## src/rtl/mips_pkg.sv

```systemverilog
// Shared ALU op encodings, main-decoder ALU-op codes, funct codes and the EX control bundle.
// Used by the ID/EX stage and its ALU-control decoder.
package mips_pkg;

    localparam logic [3:0] ALU_AND = 4'b0000;
    localparam logic [3:0] ALU_OR  = 4'b0001;
    localparam logic [3:0] ALU_ADD = 4'b0010;
    localparam logic [3:0] ALU_SUB = 4'b0110;
    localparam logic [3:0] ALU_SLT = 4'b0111;
    localparam logic [3:0] ALU_NOP = 4'b1111;

    localparam logic [1:0] ALUOP_ADD   = 2'b00;
    localparam logic [1:0] ALUOP_SUB   = 2'b01;
    localparam logic [1:0] ALUOP_RTYPE = 2'b10;
    localparam logic [1:0] ALUOP_RSVD  = 2'b11;

    localparam logic [5:0] FUNCT_ADD = 6'b100000;
    localparam logic [5:0] FUNCT_SUB = 6'b100010;
    localparam logic [5:0] FUNCT_AND = 6'b100100;
    localparam logic [5:0] FUNCT_OR  = 6'b100101;
    localparam logic [5:0] FUNCT_SLT = 6'b101010;

    typedef struct packed {
        logic valid;
        logic reg_write;
        logic mem_read;
        logic mem_write;
        logic mem_to_reg;
        logic branch;
    } ex_ctrl_t;

endpackage

```

## src/rtl/id_ex_stage_if.sv

```systemverilog
// ID-side fields, stall/flush and EX-side registered outputs of the ID/EX stage.
// ID_EX_PERF_CNT_EN adds perf_issued/perf_bubbles.
interface id_ex_stage_if #(
    parameter int DATA_W = 32,
    parameter int REG_AW = 5
);
    logic              stall;
    logic              flush;
    logic              id_valid;
    logic [DATA_W-1:0] id_pc4;
    logic [DATA_W-1:0] id_rs_data;
    logic [DATA_W-1:0] id_rt_data;
    logic [15:0]       id_imm16;
    logic [REG_AW-1:0] id_rt;
    logic [REG_AW-1:0] id_rd;
    logic [1:0]        id_alu_op;
    logic              id_alu_src;
    logic              id_reg_dst;
    logic              id_reg_write;
    logic              id_mem_read;
    logic              id_mem_write;
    logic              id_mem_to_reg;
    logic              id_branch;

    logic              ex_valid;
    logic [DATA_W-1:0] ex_alu_a;
    logic [DATA_W-1:0] ex_alu_b;
    logic [3:0]        ex_alu_ctrl;
    logic [DATA_W-1:0] ex_store_data;
    logic [DATA_W-1:0] ex_imm_ext;
    logic [DATA_W-1:0] ex_pc4;
    logic [REG_AW-1:0] ex_wr_reg;
    logic              ex_reg_write;
    logic              ex_mem_read;
    logic              ex_mem_write;
    logic              ex_mem_to_reg;
    logic              ex_branch;
`ifdef ID_EX_PERF_CNT_EN
    logic [31:0]       perf_issued;
    logic [31:0]       perf_bubbles;
`endif

    modport master (
        output stall, flush, id_valid, id_pc4, id_rs_data, id_rt_data, id_imm16,
               id_rt, id_rd, id_alu_op, id_alu_src, id_reg_dst, id_reg_write,
               id_mem_read, id_mem_write, id_mem_to_reg, id_branch,
        input  ex_valid, ex_alu_a, ex_alu_b, ex_alu_ctrl, ex_store_data, ex_imm_ext,
               ex_pc4, ex_wr_reg, ex_reg_write, ex_mem_read, ex_mem_write,
               ex_mem_to_reg, ex_branch
`ifdef ID_EX_PERF_CNT_EN
        , input perf_issued, perf_bubbles
`endif
    );

    modport slave (
        input  stall, flush, id_valid, id_pc4, id_rs_data, id_rt_data, id_imm16,
               id_rt, id_rd, id_alu_op, id_alu_src, id_reg_dst, id_reg_write,
               id_mem_read, id_mem_write, id_mem_to_reg, id_branch,
        output ex_valid, ex_alu_a, ex_alu_b, ex_alu_ctrl, ex_store_data, ex_imm_ext,
               ex_pc4, ex_wr_reg, ex_reg_write, ex_mem_read, ex_mem_write,
               ex_mem_to_reg, ex_branch
`ifdef ID_EX_PERF_CNT_EN
        , output perf_issued, perf_bubbles
`endif
    );

endinterface

```

## src/rtl/alu_ctrl_dec.sv

```systemverilog
// ALU control decoder: alu_op + funct -> 4-bit ALU op select.
// Purely combinational, zero latency; no flow control.
// Unrecognised R-type funct maps to ALU_NOP so the ALU yields 0 without trapping.
module alu_ctrl_dec
    import mips_pkg::*;
(
    input  logic [1:0] alu_op,
    input  logic [5:0] funct,
    output logic [3:0] alu_ctrl
);

    always_comb begin
        alu_ctrl = ALU_NOP;
        unique case (alu_op)
            ALUOP_ADD:   alu_ctrl = ALU_ADD;
            ALUOP_SUB:   alu_ctrl = ALU_SUB;
            ALUOP_RSVD:  alu_ctrl = ALU_ADD;
            ALUOP_RTYPE: begin
                case (funct)
                    FUNCT_ADD: alu_ctrl = ALU_ADD;
                    FUNCT_SUB: alu_ctrl = ALU_SUB;
                    FUNCT_AND: alu_ctrl = ALU_AND;
                    FUNCT_OR:  alu_ctrl = ALU_OR;
                    FUNCT_SLT: alu_ctrl = ALU_SLT;
                    default:   alu_ctrl = ALU_NOP;
                endcase
            end
            default:     alu_ctrl = ALU_NOP;
        endcase
    end

endmodule

```

## src/rtl/id_ex_stage.sv

```systemverilog
// ID/EX pipeline register: decodes ALU op, muxes operand b and dest reg, registers for EX.
// Latency 1 cycle; stall holds every EX register, flush (wins over stall) loads a bubble.
// ID_EX_PERF_CNT_EN adds wrapping issued/bubble counters that freeze while stalled.
module id_ex_stage
    import mips_pkg::*;
#(
    parameter int DATA_W = 32,
    parameter int REG_AW = 5
) (
    input logic         clk,
    input logic         rst,
    id_ex_stage_if.slave bus
);

    logic [DATA_W-1:0] imm_ext;
    logic [DATA_W-1:0] alu_b_mux;
    logic [REG_AW-1:0] wr_reg_mux;
    logic [3:0]        alu_ctrl_dec_out;
    logic              advance;
    logic              bubble;

    ex_ctrl_t          ctrl_q;
    logic [3:0]        alu_ctrl_q;
    logic [DATA_W-1:0] alu_a_q;
    logic [DATA_W-1:0] alu_b_q;
    logic [DATA_W-1:0] store_data_q;
    logic [DATA_W-1:0] imm_ext_q;
    logic [DATA_W-1:0] pc4_q;
    logic [REG_AW-1:0] wr_reg_q;

    alu_ctrl_dec u_alu_ctrl_dec (
        .alu_op   (bus.id_alu_op),
        .funct    (bus.id_imm16[5:0]),
        .alu_ctrl (alu_ctrl_dec_out)
    );

    assign imm_ext    = {{(DATA_W-16){bus.id_imm16[15]}}, bus.id_imm16};
    assign alu_b_mux  = bus.id_alu_src ? imm_ext : bus.id_rt_data;
    assign wr_reg_mux = bus.id_reg_dst ? bus.id_rd : bus.id_rt;

    // flush overrides stall; an empty ID slot loads exactly like a flush
    assign advance = bus.flush || !bus.stall;
    assign bubble  = bus.flush || !bus.id_valid;

    always_ff @(posedge clk or posedge rst) begin
        if (rst) begin
            ctrl_q       <= '0;
            alu_ctrl_q   <= 4'b0000;
            alu_a_q      <= '0;
            alu_b_q      <= '0;
            store_data_q <= '0;
            imm_ext_q    <= '0;
            pc4_q        <= '0;
            wr_reg_q     <= '0;
        end else if (advance) begin
            if (bubble) begin
                ctrl_q       <= '0;
                alu_ctrl_q   <= ALU_NOP;
                alu_a_q      <= '0;
                alu_b_q      <= '0;
                store_data_q <= '0;
                imm_ext_q    <= '0;
                pc4_q        <= '0;
                wr_reg_q     <= '0;
            end else begin
                ctrl_q.valid      <= 1'b1;
                ctrl_q.reg_write  <= bus.id_reg_write;
                ctrl_q.mem_read   <= bus.id_mem_read;
                ctrl_q.mem_write  <= bus.id_mem_write;
                ctrl_q.mem_to_reg <= bus.id_mem_to_reg;
                ctrl_q.branch     <= bus.id_branch;
                alu_ctrl_q        <= alu_ctrl_dec_out;
                alu_a_q           <= bus.id_rs_data;
                alu_b_q           <= alu_b_mux;
                store_data_q      <= bus.id_rt_data;
                imm_ext_q         <= imm_ext;
                pc4_q             <= bus.id_pc4;
                wr_reg_q          <= wr_reg_mux;
            end
        end
    end

    assign bus.ex_valid      = ctrl_q.valid;
    assign bus.ex_reg_write  = ctrl_q.reg_write;
    assign bus.ex_mem_read   = ctrl_q.mem_read;
    assign bus.ex_mem_write  = ctrl_q.mem_write;
    assign bus.ex_mem_to_reg = ctrl_q.mem_to_reg;
    assign bus.ex_branch     = ctrl_q.branch;
    assign bus.ex_alu_ctrl   = alu_ctrl_q;
    assign bus.ex_alu_a      = alu_a_q;
    assign bus.ex_alu_b      = alu_b_q;
    assign bus.ex_store_data = store_data_q;
    assign bus.ex_imm_ext    = imm_ext_q;
    assign bus.ex_pc4        = pc4_q;
    assign bus.ex_wr_reg     = wr_reg_q;

`ifdef ID_EX_PERF_CNT_EN
    logic [31:0] perf_issued_q;
    logic [31:0] perf_bubbles_q;

    always_ff @(posedge clk or posedge rst) begin
        if (rst) begin
            perf_issued_q  <= '0;
            perf_bubbles_q <= '0;
        end else if (advance) begin
            if (bubble) perf_bubbles_q <= perf_bubbles_q + 32'd1;
            else        perf_issued_q  <= perf_issued_q + 32'd1;
        end
    end

    assign bus.perf_issued  = perf_issued_q;
    assign bus.perf_bubbles = perf_bubbles_q;
`endif

endmodule
```

## src/flat_wrapper.sv

```systemverilog
// flat-port wrapper written by rule: the top's interface ports become plain ports
module id_ex_stage_flat import mips_pkg::*;
#(
    parameter int DATA_W = 32,
    parameter int REG_AW = 5
)
  (clk, rst, bus_stall, bus_flush, bus_id_valid, bus_id_pc4, bus_id_rs_data, bus_id_rt_data, bus_id_imm16, bus_id_rt, bus_id_rd, bus_id_alu_op, bus_id_alu_src, bus_id_reg_dst, bus_id_reg_write, bus_id_mem_read, bus_id_mem_write, bus_id_mem_to_reg, bus_id_branch, bus_ex_valid, bus_ex_alu_a, bus_ex_alu_b, bus_ex_alu_ctrl, bus_ex_store_data, bus_ex_imm_ext, bus_ex_pc4, bus_ex_wr_reg, bus_ex_reg_write, bus_ex_mem_read, bus_ex_mem_write, bus_ex_mem_to_reg, bus_ex_branch);
  id_ex_stage_if #(.DATA_W(DATA_W), .REG_AW(REG_AW)) bus_i ();
  input logic clk;
  input logic rst;
  input wire logic [$bits(bus_i.stall)-1:0] bus_stall;
  input wire logic [$bits(bus_i.flush)-1:0] bus_flush;
  input wire logic [$bits(bus_i.id_valid)-1:0] bus_id_valid;
  input wire logic [$bits(bus_i.id_pc4)-1:0] bus_id_pc4;
  input wire logic [$bits(bus_i.id_rs_data)-1:0] bus_id_rs_data;
  input wire logic [$bits(bus_i.id_rt_data)-1:0] bus_id_rt_data;
  input wire logic [$bits(bus_i.id_imm16)-1:0] bus_id_imm16;
  input wire logic [$bits(bus_i.id_rt)-1:0] bus_id_rt;
  input wire logic [$bits(bus_i.id_rd)-1:0] bus_id_rd;
  input wire logic [$bits(bus_i.id_alu_op)-1:0] bus_id_alu_op;
  input wire logic [$bits(bus_i.id_alu_src)-1:0] bus_id_alu_src;
  input wire logic [$bits(bus_i.id_reg_dst)-1:0] bus_id_reg_dst;
  input wire logic [$bits(bus_i.id_reg_write)-1:0] bus_id_reg_write;
  input wire logic [$bits(bus_i.id_mem_read)-1:0] bus_id_mem_read;
  input wire logic [$bits(bus_i.id_mem_write)-1:0] bus_id_mem_write;
  input wire logic [$bits(bus_i.id_mem_to_reg)-1:0] bus_id_mem_to_reg;
  input wire logic [$bits(bus_i.id_branch)-1:0] bus_id_branch;
  output wire logic [$bits(bus_i.ex_valid)-1:0] bus_ex_valid;
  output wire logic [$bits(bus_i.ex_alu_a)-1:0] bus_ex_alu_a;
  output wire logic [$bits(bus_i.ex_alu_b)-1:0] bus_ex_alu_b;
  output wire logic [$bits(bus_i.ex_alu_ctrl)-1:0] bus_ex_alu_ctrl;
  output wire logic [$bits(bus_i.ex_store_data)-1:0] bus_ex_store_data;
  output wire logic [$bits(bus_i.ex_imm_ext)-1:0] bus_ex_imm_ext;
  output wire logic [$bits(bus_i.ex_pc4)-1:0] bus_ex_pc4;
  output wire logic [$bits(bus_i.ex_wr_reg)-1:0] bus_ex_wr_reg;
  output wire logic [$bits(bus_i.ex_reg_write)-1:0] bus_ex_reg_write;
  output wire logic [$bits(bus_i.ex_mem_read)-1:0] bus_ex_mem_read;
  output wire logic [$bits(bus_i.ex_mem_write)-1:0] bus_ex_mem_write;
  output wire logic [$bits(bus_i.ex_mem_to_reg)-1:0] bus_ex_mem_to_reg;
  output wire logic [$bits(bus_i.ex_branch)-1:0] bus_ex_branch;
  assign bus_i.stall = bus_stall;
  assign bus_i.flush = bus_flush;
  assign bus_i.id_valid = bus_id_valid;
  assign bus_i.id_pc4 = bus_id_pc4;
  assign bus_i.id_rs_data = bus_id_rs_data;
  assign bus_i.id_rt_data = bus_id_rt_data;
  assign bus_i.id_imm16 = bus_id_imm16;
  assign bus_i.id_rt = bus_id_rt;
  assign bus_i.id_rd = bus_id_rd;
  assign bus_i.id_alu_op = bus_id_alu_op;
  assign bus_i.id_alu_src = bus_id_alu_src;
  assign bus_i.id_reg_dst = bus_id_reg_dst;
  assign bus_i.id_reg_write = bus_id_reg_write;
  assign bus_i.id_mem_read = bus_id_mem_read;
  assign bus_i.id_mem_write = bus_id_mem_write;
  assign bus_i.id_mem_to_reg = bus_id_mem_to_reg;
  assign bus_i.id_branch = bus_id_branch;
  assign bus_ex_valid = bus_i.ex_valid;
  assign bus_ex_alu_a = bus_i.ex_alu_a;
  assign bus_ex_alu_b = bus_i.ex_alu_b;
  assign bus_ex_alu_ctrl = bus_i.ex_alu_ctrl;
  assign bus_ex_store_data = bus_i.ex_store_data;
  assign bus_ex_imm_ext = bus_i.ex_imm_ext;
  assign bus_ex_pc4 = bus_i.ex_pc4;
  assign bus_ex_wr_reg = bus_i.ex_wr_reg;
  assign bus_ex_reg_write = bus_i.ex_reg_write;
  assign bus_ex_mem_read = bus_i.ex_mem_read;
  assign bus_ex_mem_write = bus_i.ex_mem_write;
  assign bus_ex_mem_to_reg = bus_i.ex_mem_to_reg;
  assign bus_ex_branch = bus_i.ex_branch;
  id_ex_stage #(.DATA_W(DATA_W), .REG_AW(REG_AW)) u_core (.clk(clk), .rst(rst), .bus(bus_i));
endmodule
```

## config.mk

```make
export PLATFORM = sky130hd
export DESIGN_NAME = id_ex_stage_flat
export DESIGN_NICKNAME = d
export VERILOG_FILES = /design/src/rtl/mips_pkg.sv /design/src/rtl/id_ex_stage_if.sv /design/src/rtl/alu_ctrl_dec.sv /design/src/rtl/id_ex_stage.sv /design/src/flat_wrapper.sv
export SDC_FILE = /design/constraint.sdc
export NUM_CORES = 1
export LEC_CHECK = 0
export CORE_MARGIN = 2
export CORE_UTILIZATION = 30
export DETAILED_ROUTE_END_ITERATION = 6
export GPL_TIMING_DRIVEN = 0
export MAX_ROUTING_LAYER = met4
export PLACE_DENSITY = 0.7
export SLEW_MARGIN = 5
export SYNTH_ARGS = -nofsm -noshare
export SYNTH_HDL_FRONTEND = slang
export SYNTH_SLANG_ARGS = --single-unit
```

## constraint.sdc

```tcl
create_clock -name clk -period 14.8 [get_ports clk]
set_clock_uncertainty 0.15 [all_clocks]
set_input_delay 3.7 -clock clk [delete_from_list [all_inputs] [get_ports clk]]
set_output_delay 3.7 -clock clk [all_outputs]
set_load 0.1 [all_outputs]
```

* Word level (Yosys, flattened, before mapping)
Index checks and enable logic that the tools add are counted.
** Word-level totals
- Bits in registers :: 175
- Input port bits :: 136
** Cells by class
- Reduce and logical (&&, ||, !) cells :: 6
- Eq/ne operators :: 8
- Muxes and demuxes :: 12
** Operators by type and width (count)
- two-way mux 32 bit :: 6
- equality test 6 bit, second input constant :: 5
- one-hot mux 4 bit (5 select lines) :: 1
- one-hot mux 4 bit (3 select lines) :: 1
- two-way mux 5 bit :: 2
- two-way mux 6 bit :: 1
- equality test 2 bit, second input constant :: 2
- two-way mux 4 bit :: 1
- equality test 2 x 1 -> 1 bit, second input constant :: 1
- zero test 1 bit :: 2
- zero test 2 bit :: 1
- logical OR 1 bit :: 2
- OR reduction 2 bit :: 1

* Logic depth before layout (Yosys ltp)
Gate-level depths: netlist of run 1.
- Depth in word-level cells :: 4
- Mapped depth :: 6
- Mapped depth without buffers :: 5

* Cells and area by module
A second synthesis of run 1 with hierarchy kept.
** Unflattened totals
- Cells, all modules :: 436
- Area, all modules :: 6262.3 um2
** By module, submodules not included
- id_ex_stage :: area each 6133.4 um2, times used 1, cells an instance 418
- alu_ctrl_dec :: area each 128.9 um2, times used 1, cells an instance 18

* Least setup slack after synthesis of run 1
Ideal clock, no wire load.
- Kind :: reg2out
- Start :: reg, netlist name u_core.bus.ex_imm_ext[30]
- End :: out bus_ex_imm_ext[16]
- Cell stages (with the launch flop) :: 2
- Setup slack :: 9361 ps
- Data required time :: 10950 ps
- Arrival :: 1589 ps
- Cell sequence :: dfrtp_1 -> buf_4
** RTL lines
- end: declaration :: RTL line flat_wrapper.sv:33 : output wire logic [$bits(bus_i.ex_imm_ext)-1:0] bus_ex_imm_ext;

==> results.yml, run 1 <==
power_and_ir_drop:
  powerDensity_nw_per_um2: 116.1
  ir_drop_uv: 69.22
  p_leak_nw: 4.581
floorplanning:
  chipWidth_um: 147.4
  fp.dieH_um: 147.4
  pin_count: 311
  rows: 52
  start_util: 0.3056
  core_um2: 20170
  dieArea_um2: 21710
yosys:
  syn_nets: 616
  synth_flop_cell: "dfrtp_1"
  synth_cells: 478
  synth_enable_flop_cells: 0
  yosys_warnings: 0
  yosysUniqueCellTypes: 30
  ys_seq_elements: 159
  syn_avg_cell_area_um2: 12.90
  async_reset_ff_frac: 1.000
  seq_area_frac_synth: 0.6454
  synth_area_um2: 6165
routing:
  drc_errors: 0
  routedWlPerCell_um: 19.06
  antenna_left: 0
  routed_via_density: 4.729
  drt_iter0_drc: 189
  routed-via-count: 5150
  wl_um: 20760
  drtPass1Iterations: 4
critical_path:
  worst_ep_arrival_time_ns: 2.44
  worst-setup-path-type: "reg2out"
  cp-startpoint: "u_core.bus.ex_imm_ext[30]"
  end_kind: "primary output"
  r2r-end: "u_core.bus.ex_imm_ext[30]"
  r2r_setup_slack_ns: 13.67
  crit_required_ns: 10.95
  worstPathMaxFanout: 18
  crit_path_end: "bus_ex_imm_ext[17]"
  start_kind: "register"
  worstRegToRegCells: 1
  reg2reg_from: "u_core.bus.ex_imm_ext[30]"
final_layout:
  drive_above_1_share: 0.1026
  n_antenna_cell: 0
  nets: 944
  final_cell_mix: "308 x clkdlybuf4s50_1, 159 x dfrtp_1, 117 x a22o_1"
  layout_commonest_cell: "clkdlybuf4s50_1"
  syn2layout_area_growth_pct: 65.90
sta:
  period_share: 0.4252
  clock.fmax_ghz: 0.1589
  max-slew-margin-rel: 0.2249
  hold_viol_final: 0
  rsz0062_at_grt: "false"
  fin_hold_ws_ns: 0.3284
  slew_viol_final: 0
  tns_ns: 0
  finalSetupViolations: 0
  period_needed_ns: 6.293
  tightest_slew_ns: 1.159
clock_network:
  insertion_delay_ns: 0.40
  cts.sinks: 159
  cts_tree: "built"
  post_cts_buffers: 0
  cts_buffers: 17
  htreeDepth: 4
  root_buffer: "clkbuf_16"
  clkTransAtPathRegs_ns: 0.06
  cts_max_path_buffers: 2
  cts-hold-fix-buffers: 0
  ctsResizeCount: 0
global_routing:
  grt_pass1_wl_um: 31550
  overflow: 0
  grt_pass1_vias: 5284
  grt_max_degree: 84
  grtUsageTotal: 0.1969
  grt_antenna_before_repair: 0
place:
  port-buffer-count: 308
  gp_congestion: 0.7947
  dpl.hpwl_um: 15420
flow_run:
  max_cap_viol_count: 0
run_status:
  outcome: "finished, final reports clean"
min_path:
  hold_path_class: "reg2reg"
cell families (layout without fill, tap and decap cells):
kind of cell    Yosys count  after routing  share of synthesized area
compound gates          179            179                     0.2202
fa+ha+maj                 2              2                   0.004059
buf+inv                  62            403                    0.05541
flops                   159            159                     0.6454
mux                      20             20                    0.03247
simple gates             56             56                    0.04242
power by group:
group / leakage [nW] / total, W / internal [W] / switching [W]
registers: 2.15 / 0.000461 / 0.000451 / 0.00000979
logic: 2.13 / 0.000273 / 0.0000816 / 0.000191
clock network: 0.298 / 0.000454 / 0.000260 / 0.000194
worst max-delay path: stages, from the launching register on:
cell and delay, ns:
dfrtp_1 0.70, buf_4 0.20, clkdlybuf4s50_1 1.13
area by class of cell:
type | instances | area, um^2
Multi-Input combinational cell | 257 | 1844
Tap cell | 270 | 337.8
Clock inverter | 14 | 167.7
Fill cell | 1842 | 9942
Buffer | 56 | 319.1
Timing Repair Buffer | 309 | 3110
Inverter | 6 | 30.03
Clock buffer | 18 | 439.2
Sequential cell | 159 | 3979
worst min-delay path by stage:
stage                     slack (ns)                     from                      end  cells past startpoint
after floorplan                 0.81      u_core.bus.ex_valid      u_core.bus.ex_valid                      2
final                           0.33  u_core.bus.ex_wr_reg[2]  u_core.bus.ex_wr_reg[2]                      2
after detailed placement        0.32      u_core.bus.ex_valid      u_core.bus.ex_valid                      2
after global routing            0.36   u_core.bus.ex_alu_b[4]   u_core.bus.ex_alu_b[4]                      2
after global placement          0.31      u_core.bus.ex_valid      u_core.bus.ex_valid                      2
after CTS                       0.33      u_core.bus.ex_valid      u_core.bus.ex_valid                      2
metrics by stage:
stage | worst slack [ns] | instances | util | instance area (um^2) | total power [W]
6_report | 8.508 | 1089 | 0.5071 | 10230 | 0.001188
5_1_grt | 8.377 | 1089 | 0.5071 | 10230 | 0.001235
4_1_cts | 8.467 | 1089 | 0.5071 | 10230 | 0.001203
3_5_place_dp | 8.929 | 1057 | 0.4770 | 9620 | 0.0007438
3_3_place_gp | 4.407 | 1056 | 0.4752 | 9585 | 0.0007417
2_1_floorplan | 6.658 | 478 | - | 6165 | 0.0006462
synthesized netlist by cell type (all sizes together), types with 3 or more instances:
master,instances,share of area
dfrtp,159,0.65
clkbuf,5,0.0030
nand2,41,0.025
nor2b,3,0.0030
mux2i,20,0.032
inv,5,0.0030
o21ai,37,0.030
a22o,117,0.17
buf,51,0.049
a21oi,18,0.015
layer usage:
metal / up-vias / track usage / wire length, um
met5: - / - / 0
met4: 0 / 0.03894 / 215
met3: 14 / 0.06180 / 1540
met2: 214 / 0.3210 / 10180
met1: 2523 / 0.2433 / 8823
li1: 2399 / - / -
(Power assumes the default switching activity.)
==> run 2: changes to the inputs <==
Clock period 14.8 ns to 5.8 ns, I/O delays scaled along.
==> results.yml, run 2 (synthesis gave the netlist of run 1 again) <==
clock_network:
  cts.sinks: 159
  cts_max_path_buffers: 2
  post_cts_buffers: 0
  ctsResizeCount: 0
  insertion_delay_ns: 0.41
  clkTransAtPathRegs_ns: 0.06
  cts_buffers: 17
  htreeDepth: 4
  root_buffer: "clkbuf_16"
  cts_tree: "built"
  cts-hold-fix-buffers: 0
min_path:
  hold_path_class: "reg2reg"
  holdPathStages: 2
sta:
  period_needed_ns: 4.105
  slew_viol_final: 0
  period_share: 0.7078
  fin_hold_ws_ns: 0.3238
  hold_viol_final: 0
  setup_ws_ns: 1.695
  clock.fmax_ghz: 0.2436
  finalSetupViolations: 0
  rsz0062_at_grt: "false"
  max-slew-margin-rel: 0.2609
  tns_ns: 0
  tightest_slew_ns: 1.105
final_layout:
  nFillCells: 1813
  layout_commonest_cell: "clkdlybuf4s50_1"
  final_cells: 1093
  syn2layout_area_growth_pct: 65.92
  drive_above_1_share: 0.1046
  final_cell_mix: "308 x clkdlybuf4s50_1, 159 x dfrtp_1, 117 x a22o_1"
  nets: 948
critical_path:
  worst_ep_arrival_time_ns: 2.51
  slowest_delay_ns: 1.14
  worstRegToRegCells: 1
  crit_required_ns: 4.20
  slowest_stage: "clkdlybuf4s50_1"
  cp_cell_sequence: "buf_4, clkdlybuf4s50_1"
  worstPathMaxFanout: 18
  end_kind: "primary output"
  start_kind: "register"
  worst-setup-path-type: "reg2out"
routing:
  antenna_left: 0
  drtPass1Iterations: 4
  routed-via-count: 5242
  drt_iter0_drc: 201
  routed_via_density: 4.796
  drc_errors: 0
  wl_um: 20700
  routedWlPerCell_um: 18.93
global_routing:
  grt_max_degree: 34
  grt_antenna_before_repair: 1
  grt_pass1_vias: 5481
  grtUsageTotal: 0.1996
  grt_pass1_wl_um: 32200
  overflow: 0
power_and_ir_drop:
  p_leak_nw: 4.563
  ir_drop_uv: 184.0
  powerDensity_nw_per_um2: 285.2
  total_power_w: 0.002917
floorplanning:
  start_util: 0.3056
  core_um2: 20170
  chipWidth_um: 147.4
  dieArea_um2: 21710
  pin_count: 311
  rows: 52
  fp.dieH_um: 147.4
place:
  gp_congestion: 0.8193
  dp.cells: 1061
  port-buffer-count: 308
  dpl.hpwl_um: 15710
  dp_slack_ns: 2.130
flow_run:
  max_cap_viol_count: 0
run_status:
  outcome: "finished, final reports clean"
[run 2: where the power goes]
| group | total [W] | switching [W] | internal (W) | leakage [nW] |
|---|---|---|---|---|
| Sequential | 0.00118 | 0.0000255 | 0.00115 | 2.15 |
| Combinational | 0.000702 | 0.000488 | 0.000213 | 2.16 |
| Clock | 0.00104 | 0.000484 | 0.000555 | 0.252 |
[run 2: final timing paths]
| check | from | endpoint | slack [ns] |
|---|---|---|---|
| max in group asynchronous | rst | u_core.bus.ex_alu_b[31] | 3.52 |
| max reg2reg | u_core.bus.ex_imm_ext[30] | u_core.bus.ex_imm_ext[30] | 4.61 |
| min | u_core.bus.ex_alu_b[24] | u_core.bus.ex_alu_b[24] | 0.32 |
| min in group asynchronous | rst | u_core.bus.ex_pc4[25] | 1.24 |
| min reg2reg | u_core.bus.ex_alu_b[24] | u_core.bus.ex_alu_b[24] | 0.32 |
| max | u_core.bus.ex_imm_ext[30] | bus_ex_imm_ext[28] | 1.69 |
[run 2: cell type report]
class,count,area [um^2],area share
Antenna cell,1,2.502,0.0002446
Buffer,56,319.1,0.03119
Clock buffer,18,429.2,0.04196
Clock inverter,13,107.6,0.01052
Inverter,6,26.28,0.002569
Multi-Input combinational cell,257,1844,0.1803
Sequential cell,159,3979,0.3890
Tap cell,270,337.8,0.03303
Timing Repair Buffer,313,3183,0.3112
[run 2: routing by layer]
metal  vias up  track usage  routed length [um]
li1       2413            -                   -
met1      2578       0.2389                8567
met2       230       0.3336               10310
met3        21      0.05435                1527
met4         0      0.05433                 288
met5         -            -                   0
[run 2: critical path: cells and delay by family, from the launching register on]
| kind | cells | cell delay [ns] |
|---|---|---|
| buffers and inverters | 2 | 1.36 |
| flip-flops | 1 | 0.74 |
[run 2: stage by stage]
step / utilization / cell area, um^2
after floorplan: - / 6168
after global placement: 0.4754 / 9589
after detailed placement: 0.4804 / 9689
after CTS: 0.5070 / 10230
after global routing: 0.5071 / 10230
final: 0.5071 / 10230
==> run 3: changes to the inputs <==
Clock period 5.8 ns to 4.1 ns, I/O delays scaled along.
==> results of run 3 <==
The final DEF is identical to that of run 2. Status: finished, final reports clean.
Among the figures that moved: setup slack after placement 2.130 ns -> 0.8550 ns; setup slack after layout 1.695 ns -> 0.4199 ns; register-to-register setup slack 4.61 ns -> 2.91 ns; total power 0.002917 W -> 0.004126 W; worst IR drop on VDD 184.0 uV -> 260.4 uV
